<file path="src/rtl/lc3b_pkg.sv">
// Shared LC-3b decode constants: opcodes, control-store field encodings and the
// control-store ROM used by the DE stage.
package lc3b_pkg;

  localparam int DATA_W = 16;
  localparam int NREG   = 8;
  localparam int IDX_W  = 3;
  localparam int CS_W   = 20;

  localparam logic [2:0] RESET_CC = 3'b010;

  localparam logic [3:0] OP_BR   = 4'b0000;
  localparam logic [3:0] OP_ADD  = 4'b0001;
  localparam logic [3:0] OP_LDB  = 4'b0010;
  localparam logic [3:0] OP_STB  = 4'b0011;
  localparam logic [3:0] OP_JSR  = 4'b0100;
  localparam logic [3:0] OP_AND  = 4'b0101;
  localparam logic [3:0] OP_LDW  = 4'b0110;
  localparam logic [3:0] OP_STW  = 4'b0111;
  localparam logic [3:0] OP_RTI  = 4'b1000;
  localparam logic [3:0] OP_XOR  = 4'b1001;
  localparam logic [3:0] OP_JMP  = 4'b1100;
  localparam logic [3:0] OP_SHF  = 4'b1101;
  localparam logic [3:0] OP_LEA  = 4'b1110;
  localparam logic [3:0] OP_TRAP = 4'b1111;

  // Control-store field masks; multi-bit fields list each encoding.
  localparam logic [CS_W-1:0] CS_LD_REG     = 20'h00001;
  localparam logic [CS_W-1:0] CS_LD_CC      = 20'h00002;
  localparam logic [CS_W-1:0] CS_SIZE_WORD  = 20'h00004;
  localparam logic [CS_W-1:0] CS_DCACHE_EN  = 20'h00008;
  localparam logic [CS_W-1:0] CS_DCACHE_RW  = 20'h00010;
  localparam logic [CS_W-1:0] CS_BR_OP      = 20'h00020;
  localparam logic [CS_W-1:0] CS_UNCOND_OP  = 20'h00040;
  localparam logic [CS_W-1:0] CS_TRAP_OP    = 20'h00080;
  localparam logic [CS_W-1:0] CS_ADDR1_BASE = 20'h00100;
  localparam logic [CS_W-1:0] CS_ADDR2_OFF6 = 20'h00200;
  localparam logic [CS_W-1:0] CS_ADDR2_OFF9 = 20'h00400;
  localparam logic [CS_W-1:0] CS_ADDR2_OF11 = 20'h00600;
  localparam logic [CS_W-1:0] CS_LSHF1      = 20'h00800;
  localparam logic [CS_W-1:0] CS_ALUK_AND   = 20'h01000;
  localparam logic [CS_W-1:0] CS_ALUK_XOR   = 20'h02000;
  localparam logic [CS_W-1:0] CS_RES_SHF    = 20'h04000;
  localparam logic [CS_W-1:0] CS_DRV_MEM    = 20'h08000;
  localparam logic [CS_W-1:0] CS_DRV_ADDR   = 20'h10000;
  localparam logic [CS_W-1:0] CS_DRV_NPC    = 20'h18000;

  // Indexed by {opcode, ir[11]}; ir[11] only matters for JSR vs JSRR.
  function automatic logic [CS_W-1:0] cs_rom(input logic [4:0] idx);
    logic [CS_W-1:0] w;
    w = '0;
    case (idx[4:1])
      OP_BR:   w = CS_BR_OP | CS_ADDR2_OFF9 | CS_LSHF1;
      OP_ADD:  w = CS_LD_REG | CS_LD_CC;
      OP_LDB:  w = CS_LD_REG | CS_LD_CC | CS_DCACHE_EN | CS_ADDR1_BASE | CS_ADDR2_OFF6 | CS_DRV_MEM;
      OP_STB:  w = CS_DCACHE_EN | CS_DCACHE_RW | CS_ADDR1_BASE | CS_ADDR2_OFF6;
      OP_JSR:  w = idx[0] ? (CS_LD_REG | CS_UNCOND_OP | CS_ADDR2_OF11 | CS_LSHF1 | CS_DRV_NPC)
                          : (CS_LD_REG | CS_UNCOND_OP | CS_ADDR1_BASE | CS_DRV_NPC);
      OP_AND:  w = CS_LD_REG | CS_LD_CC | CS_ALUK_AND;
      OP_LDW:  w = CS_LD_REG | CS_LD_CC | CS_SIZE_WORD | CS_DCACHE_EN | CS_ADDR1_BASE
                 | CS_ADDR2_OFF6 | CS_LSHF1 | CS_DRV_MEM;
      OP_STW:  w = CS_SIZE_WORD | CS_DCACHE_EN | CS_DCACHE_RW | CS_ADDR1_BASE | CS_ADDR2_OFF6 | CS_LSHF1;
      OP_XOR:  w = CS_LD_REG | CS_LD_CC | CS_ALUK_XOR;
      OP_JMP:  w = CS_UNCOND_OP | CS_ADDR1_BASE;
      OP_SHF:  w = CS_LD_REG | CS_LD_CC | CS_RES_SHF;
      OP_LEA:  w = CS_LD_REG | CS_ADDR2_OFF9 | CS_LSHF1 | CS_DRV_ADDR;
      OP_TRAP: w = CS_LD_REG | CS_TRAP_OP | CS_DRV_NPC;
      default: w = '0;
    endcase
    return w;
  endfunction

endpackage

</file>
<file path="src/rtl/decode_stage_reg_file.sv">
// 2-read/1-write register file with synchronous write and write-through reads,
// so a value retiring from SR is visible to DE in the same cycle.
module reg_file_2r1w
  import lc3b_pkg::*;
(
  input  logic              i_clk,
  input  logic              i_rst,
  input  logic              i_we,
  input  logic [IDX_W-1:0]  i_waddr,
  input  logic [DATA_W-1:0] i_wdata,
  input  logic [IDX_W-1:0]  i_raddr_a,
  input  logic [IDX_W-1:0]  i_raddr_b,
  output logic [DATA_W-1:0] o_rdata_a,
  output logic [DATA_W-1:0] o_rdata_b
);

  logic [DATA_W-1:0] r_mem [NREG];

  always_ff @(posedge i_clk) begin
    if (i_rst) begin
      for (int i = 0; i < NREG; i++) r_mem[i] <= '0;
    end else if (i_we) begin
      r_mem[i_waddr] <= i_wdata;
    end
  end

  always_comb begin
    o_rdata_a = (i_we && i_waddr == i_raddr_a) ? i_wdata : r_mem[i_raddr_a];
    o_rdata_b = (i_we && i_waddr == i_raddr_b) ? i_wdata : r_mem[i_raddr_b];
  end

endmodule

</file>
<file path="src/rtl/decode_stage.sv">
// LC-3b DE stage: register/CC read with SR bypass, control-store decode,
// AGEX/MEM hazard detection and the DE->AGEX pipeline latch.
module decode_stage
  import lc3b_pkg::*;
(
  input  logic              clk,
  input  logic              rst,
  input  logic [15:0]       de_npc,
  input  logic [15:0]       de_ir,
  input  logic              de_v,
  input  logic              mem_stall,
  input  logic              v_agex_ld_reg,
  input  logic [2:0]        agex_drid_in,
  input  logic              v_agex_ld_cc,
  input  logic              v_mem_ld_reg,
  input  logic [2:0]        mem_drid,
  input  logic              v_mem_ld_cc,
  input  logic              v_sr_ld_reg,
  input  logic [2:0]        sr_drid,
  input  logic [15:0]       sr_data,
  input  logic              v_sr_ld_cc,
  input  logic [2:0]        sr_cc,
  output logic              dep_stall,
  output logic              v_de_br_stall,
  output logic [15:0]       agex_npc,
  output logic [15:0]       agex_ir,
  output logic [15:0]       agex_sr1,
  output logic [15:0]       agex_sr2,
  output logic [2:0]        agex_cc,
  output logic [2:0]        agex_drid,
  output logic [CS_W-1:0]   agex_cs,
  output logic              agex_v
);

  logic [3:0]        w_opcode;
  logic              w_is_store;
  logic [IDX_W-1:0]  w_sr1_idx;
  logic [IDX_W-1:0]  w_sr2_idx;
  logic [IDX_W-1:0]  w_drid;
  logic              w_need_sr1;
  logic              w_need_sr2;
  logic              w_haz_agex;
  logic              w_haz_mem;
  logic              w_haz_cc;
  logic              w_dep_stall;
  logic              w_ld_agex;
  logic [DATA_W-1:0] w_sr1_data;
  logic [DATA_W-1:0] w_sr2_data;
  logic [2:0]        w_cc;

  logic [2:0]        r_cc;
  logic [15:0]       r_agex_npc;
  logic [15:0]       r_agex_ir;
  logic [15:0]       r_agex_sr1;
  logic [15:0]       r_agex_sr2;
  logic [2:0]        r_agex_cc;
  logic [2:0]        r_agex_drid;
  logic [CS_W-1:0]   r_agex_cs;
  logic              r_agex_v;

  reg_file_2r1w u_rf (
    .i_clk     (clk),
    .i_rst     (rst),
    .i_we      (v_sr_ld_reg),
    .i_waddr   (sr_drid),
    .i_wdata   (sr_data),
    .i_raddr_a (w_sr1_idx),
    .i_raddr_b (w_sr2_idx),
    .o_rdata_a (w_sr1_data),
    .o_rdata_b (w_sr2_data)
  );

  always_comb begin
    w_opcode   = de_ir[15:12];
    w_is_store = (w_opcode == OP_STB) || (w_opcode == OP_STW);
    w_sr1_idx  = de_ir[8:6];
    w_sr2_idx  = w_is_store ? de_ir[11:9] : de_ir[2:0];
    w_drid     = ((w_opcode == OP_JSR) || (w_opcode == OP_TRAP)) ? 3'd7 : de_ir[11:9];
    w_need_sr1 = 1'b0;
    case (w_opcode)
      OP_ADD, OP_AND, OP_XOR, OP_SHF, OP_LDB, OP_LDW,
      OP_STB, OP_STW, OP_JMP: w_need_sr1 = 1'b1;
      OP_JSR:                 w_need_sr1 = ~de_ir[11];
      default:                w_need_sr1 = 1'b0;
    endcase
    w_need_sr2 = w_is_store
               | (((w_opcode == OP_ADD) || (w_opcode == OP_AND) || (w_opcode == OP_XOR)) & ~de_ir[5]);
  end

  // SR-stage writers are absent here on purpose: the write-through bypass covers them.
  always_comb begin
    w_haz_agex  = v_agex_ld_reg & ((w_need_sr1 & (w_sr1_idx == agex_drid_in))
                                 | (w_need_sr2 & (w_sr2_idx == agex_drid_in)));
    w_haz_mem   = v_mem_ld_reg & ((w_need_sr1 & (w_sr1_idx == mem_drid))
                                | (w_need_sr2 & (w_sr2_idx == mem_drid)));
    w_haz_cc    = (w_opcode == OP_BR) & (v_agex_ld_cc | v_mem_ld_cc);
    w_dep_stall = de_v & (w_haz_agex | w_haz_mem | w_haz_cc);
    w_ld_agex   = ~mem_stall;
    w_cc        = v_sr_ld_cc ? sr_cc : r_cc;
  end

  always_ff @(posedge clk) begin
    if (rst) begin
      r_cc <= RESET_CC;
    end else if (v_sr_ld_cc) begin
      r_cc <= sr_cc;
    end
  end

  // A DE hazard still loads the latch, but as a bubble; mem_stall freezes everything.
  always_ff @(posedge clk) begin
    if (rst) begin
      r_agex_npc  <= '0;
      r_agex_ir   <= '0;
      r_agex_sr1  <= '0;
      r_agex_sr2  <= '0;
      r_agex_cc   <= '0;
      r_agex_drid <= '0;
      r_agex_cs   <= '0;
      r_agex_v    <= 1'b0;
    end else if (w_ld_agex) begin
      r_agex_npc  <= de_npc;
      r_agex_ir   <= de_ir;
      r_agex_sr1  <= w_sr1_data;
      r_agex_sr2  <= w_sr2_data;
      r_agex_cc   <= w_cc;
      r_agex_drid <= w_drid;
      r_agex_cs   <= cs_rom({w_opcode, de_ir[11]});
      r_agex_v    <= de_v & ~w_dep_stall;
    end
  end

  assign dep_stall     = w_dep_stall;
  assign v_de_br_stall = de_v & ((w_opcode == OP_BR) || (w_opcode == OP_JMP)
                               || (w_opcode == OP_JSR) || (w_opcode == OP_TRAP));
  assign agex_npc      = r_agex_npc;
  assign agex_ir       = r_agex_ir;
  assign agex_sr1      = r_agex_sr1;
  assign agex_sr2      = r_agex_sr2;
  assign agex_cc       = r_agex_cc;
  assign agex_drid     = r_agex_drid;
  assign agex_cs       = r_agex_cs;
  assign agex_v        = r_agex_v;

endmodule

</file>
<file path="config.mk">
export PLATFORM = sky130hd
export DESIGN_NAME = decode_stage
export DESIGN_NICKNAME = d
export VERILOG_FILES = /design/src/rtl/lc3b_pkg.sv /design/src/rtl/decode_stage_reg_file.sv /design/src/rtl/decode_stage.sv
export SDC_FILE = /design/constraint.sdc
export NUM_CORES = 1
export LEC_CHECK = 0
export CORE_MARGIN = 5
export CORE_UTILIZATION = 50
export CTS_CLUSTER_DIAMETER = 200
export DETAILED_ROUTE_END_ITERATION = 12
export PLACE_DENSITY = 0.75
export SYNTH_ARGS = -nofsm -noshare
export SYNTH_HDL_FRONTEND = slang
export SYNTH_SLANG_ARGS = --single-unit
</file>
<file path="constraint.sdc">
create_clock -name clk -period 3.7 [get_ports clk]
set_clock_uncertainty 0.05 [all_clocks]
set_input_delay 0.925 -clock clk [delete_from_list [all_inputs] [get_ports clk]]
set_output_delay 0.925 -clock clk [all_outputs]
set_load 0.01 [all_outputs]
</file>
==> metrics, run 1 <==
CTS root buffer=clkbuf_16; Yosys Warn Count=0; wire length of the first global-routing pass=49,400 um; Design Area, Final=0.0138 mm^2; DP Wirelength=20,800 um; maximum VDD drop=between 0.0002 and 0.00025 V; Area Growth Syn to Fin=27.2%; WL met3=around 3100 um; Multi-input gate area=0.00481 mm^2; Clock Sinks=around 220; post-synth cell types=48; RSZ-0062 raised after global routing=false; most common cell after layout, fill and taps aside=clkdlybuf4s50_1; final design utilization=between 60% and 70%; crit path buf inv count=2; Setup Viol. Count Final=0; n_diodes=0; Clk Latency, worst-skew pair=0.50 ns; core footprint=around 0.021 mm^2; top sig layer=met5; Rel. slew slack=40.0%; ratio of cells with drive above 1 in the final layout=14.0%; min Tclk post-route=3.57 ns; endpoint class of the critical path=output port; CP required=around 2.7 ns; Hold Path Class=reg -> reg; Top FF cell, synth=edfxtp_1; P_leak=5.25 nW; Max Cap Violations=0; Total GRT Usage=25.7%; hold_buf cts=0; largest net degree at the start of global routing=66; drt first pass iters=7; vias in the first global route=8,650; Critical Path, Cell by Cell=clkdlybuf4s50_1 > xnor2_1 > nand4_1 > a221oi_2 > a221oi_2 > a21boi_1 > buf_2; Met2 Routed Length=16,000 um; WL per Instance=22.4 um; IO buf count=approximately 160; antenna violations before repair=3; vias per cell=5.96; pwr/cell area=443 mW/mm^2; CTS tree=yes; standard-cell rows=between 50 and 60; Yosys reg bits=~220; total power=6.10 mW; largest cells by area after synthesis=edfxtp_1 35%, dfxtp_1 17%, mux2i_1 7.9%, and2_1 7.5%, mux4_2 6.7%; GPL Wtd Cong=0.891; GRT overflow=0; Synth top area share=35.5%; setup tns final=0 ns; Fmax=280 MHz; max incr delay on CP=0.61 ns; # fillers=~1,600; Initial Util=roughly half; DP Area=roughly 0.013 mm^2; Die Width=157 um; Reg clk slew, reported paths=0.06 ns; Worst-Margin Slew=0.899 ns; Crit path arrival time=2.59 ns; synthesized area per cell=11.0 um^2; metal1 wirelength=12,400 um; vias=8,584; initial drt markers=828; critical path startpoint category=primary input; Synth Instances=980; ANT nets after route=0; TritonCTS Buffers=23; CTS H-Tree Depth=1; sequential area share after synthesis=52.3%; crit-path max FO=3; period utilisation layout=a little under 100%; Final Max Tran Viols=0; die height=157 um; worst setup path category=in -> out; slowest CP cell=clkdlybuf4s50_1; DRC viols=0; Bufs on Longest Clock Path=3; die area=0.0247 mm^2; Crit path max-delay family=buffers and inverters; Final Hold Fails=0; Min Hold Slack=0.418 ns; Post-synth EDFFs=128; CP most frequent cell=a221oi_2; Reg area=0.00567 mm^2; status=finished clean; Cell Area, Synth=0.0108 mm^2; final wirelength=approximately 32,000 um; Synth async-reset ratio=0%; Synth area leader=edfxtp_1; # nets final=1,220; most frequent cells in the layout=150 x clkdlybuf4s50_1, 130 x and2_1, 128 x edfxtp_1, 91 x dfxtp_1, 87 x nor2_1; Ports=163
-- cell families (layout without fill, tap and decap cells) --
kind of cell | Yosys count | in the layout | share of synthesized area [%]
multiplexers | 118 | 118 | 14.7
AND/OR/NAND/NOR | 325 | 325 | 15.4
XOR/XNOR | 13 | 13 | 1.12
AO/OA/AOI/OAI | 197 | 197 | 12.4
flip-flops | 219 | 219 | 52.3
buffers and inverters | 107 | 291 | 4.01
other | 1 | 3 | 0.0346
-- worst paths after layout --
kind	start	to	slack, ns	depth (start not counted)
min reg2reg	agex_cs[2]	agex_cs[2]	0.42	2
max	de_ir[8]	dep_stall	0.13	7
max reg2reg	u_rf.r_mem[7][6]	agex_sr1[6]	1.96	5
min	agex_cs[2]	agex_cs[2]	0.42	2
-- worst min-delay path, cell delays in order, from the launching register on --
cell and delay, ns:
dfxtp_1 0.31, nand2_1 0.06, a21oi_1 0.06
-- metrics by stage --
step                      cells  setup slack [ns]
after floorplan             982             0.239
after global placement     1399            -0.410
after detailed placement   1399            -0.436
after CTS                  1440           -0.0121
after global routing       1441            0.0309
final                      1441             0.131
-- registers in the layout (all words and copies together), names as in the netlist --
signal      count
agex_npc       16
agex_cc         3
r_cc            3
u_rf.r_mem    128
agex_v          1
agex_cs        17
agex_drid       3
agex_sr2       16
agex_ir        16
agex_sr1       16
-- routing by layer --
metal | vias to the layer above | track usage (%)
li1 | 3927 | -
met5 | - | 0
met2 | 423 | 44.4
met3 | 68 | 4.76
met1 | 4160 | 33.1
met4 | 6 | 7.62
-- what timing repair did --
action	CTS	global route
pin swaps	2	7
setup buffers	0	1
gates resized for setup	7	7
setup endpoints to repair	2	1
-- Yosys cell counts (all sizes together) (17+ instances only) --
cell type	number
a21oi	83
a221o	32
a31oi	17
and2	130
buf	27
clkbuf	54
dfxtp	91
edfxtp	128
inv	26
mux2i	86
mux4	32
nand2	57
nand2b	18
nor2	87
-- where the power goes --
group | internal (mW) | switching (mW) | total, mW
sequential | 2.74 | 0.0840 | 2.82
combinational | 0.462 | 0.515 | 0.977
clock | 1.36 | 0.936 | 2.30
-- layout make-up --
| cell class | count | area share [%] |
|---|---|---|
| timing repair buffer | 224 | 15.3 |
| inverter | 26 | 0.709 |
| clock inverter | 11 | 0.800 |
| multi-input combinational | 656 | 34.9 |
| sequential | 219 | 41.1 |
| clock buffer | 30 | 4.66 |
| tap | 275 | 2.50 |
(Power assumes the default switching activity.)
==> inputs of run 2 (changes only) <==
PLACE_DENSITY = not set   (was 0.75)
PLACE_DENSITY_LB_ADDON = 0.12   (was not set)
==> run 2 against run 1 <==
- maximum frequency is 0.75% lower
- non-clock buffer count is 3 lower
- via count is 0.35% lower
- combinational power hardly changed
- global-route usage is 0.094 points higher
- critical path depth is 1 higher
- sequential share of layout area is 0.12 points lower
- clock power is 9.6% higher
- flip-flop and latch count stayed put
- critical endpoint unchanged
==> metrics, run 2 (synthesis results as in run 1) <==
Hold Path Class=reg -> reg (unchanged); vias per cell=5.93 (was 5.96); maximum VDD drop=0.000360 V (was 0.000242 V); vias=8,554 (was 8,584); worst setup path category=in -> out (unchanged); ratio of cells with drive above 1 in the final layout=13.8% (was 14.0%); most frequent cells in the layout=153 x clkdlybuf4s50_1, 130 x and2_1, 128 x edfxtp_1, 91 x dfxtp_1, 87 x nor2_1 (was 150 x clkdlybuf4s50_1, 130 x and2_1, 128 x edfxtp_1, 91 x dfxtp_1, 87 x nor2_1); die height=157 um (unchanged); Initial Util=51.2% (unchanged); pre-CTS WS=-0.330 ns (was -0.436 ns); Crit path arrival time=2.62 ns (was 2.59 ns); CTS tree=yes (unchanged); DP Area=0.0129 mm^2 (was 0.0130 mm^2); Pint=4.72 mW (was 4.56 mW); Worst-Margin Slew=0.906 ns (was 0.899 ns); Die Width=157 um (unchanged); Final Max Tran Viols=0 (unchanged); Clock Sinks=219 (unchanged); WL per Instance=22.9 um (was 22.4 um); initial drt markers=734 (was 828); Min Hold Slack=0.419 ns (was 0.418 ns); DP Wirelength=20,700 um (was 20,800 um); Total GRT Usage=25.8% (was 25.7%); Max Cap Violations=0 (unchanged); crit-path max FO=3 (unchanged); Switching Share=25.3% (was 25.2%); vias in the first global route=8,361 (was 8,650); hold_buf cts=0 (unchanged); largest net degree at the start of global routing=66 (unchanged); Bufs on Longest Clock Path=3 (unchanged); Clk Latency, worst-skew pair=0.53 ns (was 0.50 ns); core footprint=0.0212 mm^2 (unchanged); min Tclk post-route=3.60 ns (was 3.57 ns); # nets final=1,219 (was 1,220); ANT nets after route=0 (unchanged); Fmax=278 MHz (was 280 MHz); power share of the combinational group=15.4% (was 16.0%); Final Hold Fails=0 (unchanged); DP Cell Count=1,397 (was 1,399); Ports=163 (unchanged); fin worst setup slack=0.104 ns (was 0.131 ns); net switching power=1.60 mW (was 1.54 mW); setup tns final=0 ns (unchanged); Flop pwr share=44.7% (was 46.2%); Largest register FFs=128 (unchanged); CTS root buffer=clkbuf_16 (unchanged); critical path startpoint category=primary input (unchanged); endpoint class of the critical path=output port (unchanged); pwr/cell area=457 mW/mm^2 (was 443 mW/mm^2); period utilisation layout=97.2% (was 96.5%); CTS H-Tree Depth=1 (unchanged); final wirelength=33,100 um (was 32,300 um); GRT overflow=0 (unchanged); IO buf count=159 (unchanged); Final Non-Filler Cells=1,443 (was 1,441); antenna violations before repair=0 (was 3); Clock Power Share=39.9% (was 37.7%); # fillers=1,657 (was 1,614); standard-cell rows=53 (unchanged); n_diodes=0 (unchanged); wire length of the first global-routing pass=49,100 um (was 49,400 um); TritonCTS Buffers=25 (was 23); P_leak=5.25 nW (about the same); status=finished clean (unchanged); Rel. slew slack=39.6% (was 40.0%); DRC viols=0 (unchanged); Reg clk slew, reported paths=0.06 ns (about the same); Top reg by flops=u_rf.r_mem (unchanged); most common cell after layout, fill and taps aside=clkdlybuf4s50_1 (unchanged); Area Growth Syn to Fin=27.5% (was 27.2%); die area=0.0247 mm^2 (unchanged); drt first pass iters=6 (was 7); GPL Wtd Cong=0.915 (was 0.891); Design Area, Final=0.0138 mm^2 (about the same); CP required=2.72 ns (about the same); Setup Viol. Count Final=0 (unchanged)
[run 2: cell count changes in the layout (fill, tap and decap cells not counted), sizes merged]
cell	change
buf	-3
clkdlybuf4s50	+3
clkinv	+1
clkinvlp	-3
dlymetal6s2s	-3
inv	+4
clkbuf	+2
bufinv	+1
[run 2: final cells by class]
type                            instances  area (um^2)  share of cell area (%)
Tap cell                              275          344                    2.49
Clock buffer                           32          683                    4.95
Multi-Input combinational cell        656         4810                    34.9
Sequential cell                       219         5670                    41.0
Clock inverter                         14          155                    1.12
Timing Repair Buffer                  221         2050                    14.9
Inverter                               26         97.6                   0.707
[run 2: worst paths after layout]
| check | startpoint | to | slack (ns) | cells after the start |
|---|---|---|---|---|
| worst max-delay path | de_ir[15] | dep_stall | 0.10 | 8 |
| worst min register to register | agex_drid[1] | agex_drid[1] | 0.42 | 2 |
| worst min-delay path | agex_drid[1] | agex_drid[1] | 0.42 | 2 |
| worst max register to register | u_rf.r_mem[3][13] | agex_sr1[13] | 2.01 | 5 |
[run 2: power groups by stage]
stage	Sequential (mW)	Clock [mW]	Combinational, mW
after detailed placement	2.87	0	0.961
after CTS	2.82	2.56	0.966
after global placement	2.86	0	0.952
after global routing	2.84	2.66	1.04
final	2.82	2.52	0.974
after floorplan	2.88	0	0.494
[run 2: critical path, stage by stage]
cell and delay [ns]:
clkdlybuf4s50_1 0.48, and3b_1 0.19, buf_4 0.17, mux2i_4 0.20, a2bb2oi_2 0.15, a221oi_2 0.25
a21boi_1 0.10, buf_2 0.15
[run 2: routing by layer]
layer / vias to the layer above / global-route usage (%) / part of all wire [%] / routed length [um]
met5: - / 0 / 0 / 0
met4: 0 / 8.03 / 2.6 / 845
met3: 59 / 4.21 / 9.2 / 3030
met2: 411 / 41.5 / 46 / 15300
met1: 4161 / 36.1 / 42 / 13900
li1: 3923 / - / - / -
[run 2: repair_timing]
item / CTS / global route
resized for setup: 3 / 9
pin swaps: 0 / 5
endpoints found under the setup margin: 2 / 1
buffers inserted: 0 / 0
endpoints found under the hold margin: 0 / 0
[run 2: per-stage QoR]
step,utilization (%),total power [mW]
2_1_floorplan,-,3.37
3_3_place_gp,61.2,3.81
3_5_place_dp,61.2,3.83
4_1_cts,65.2,6.35
5_1_grt,65.3,6.54
6_report,65.3,6.32
==> inputs of run 3 (changes only) <==
GPL_ROUTABILITY_DRIVEN = 0   (was not set)
SKIP_LAST_GASP = 1   (was not set)
==> results of run 3 <==
The final DEF is identical to that of run 2; final timing and power are the same.
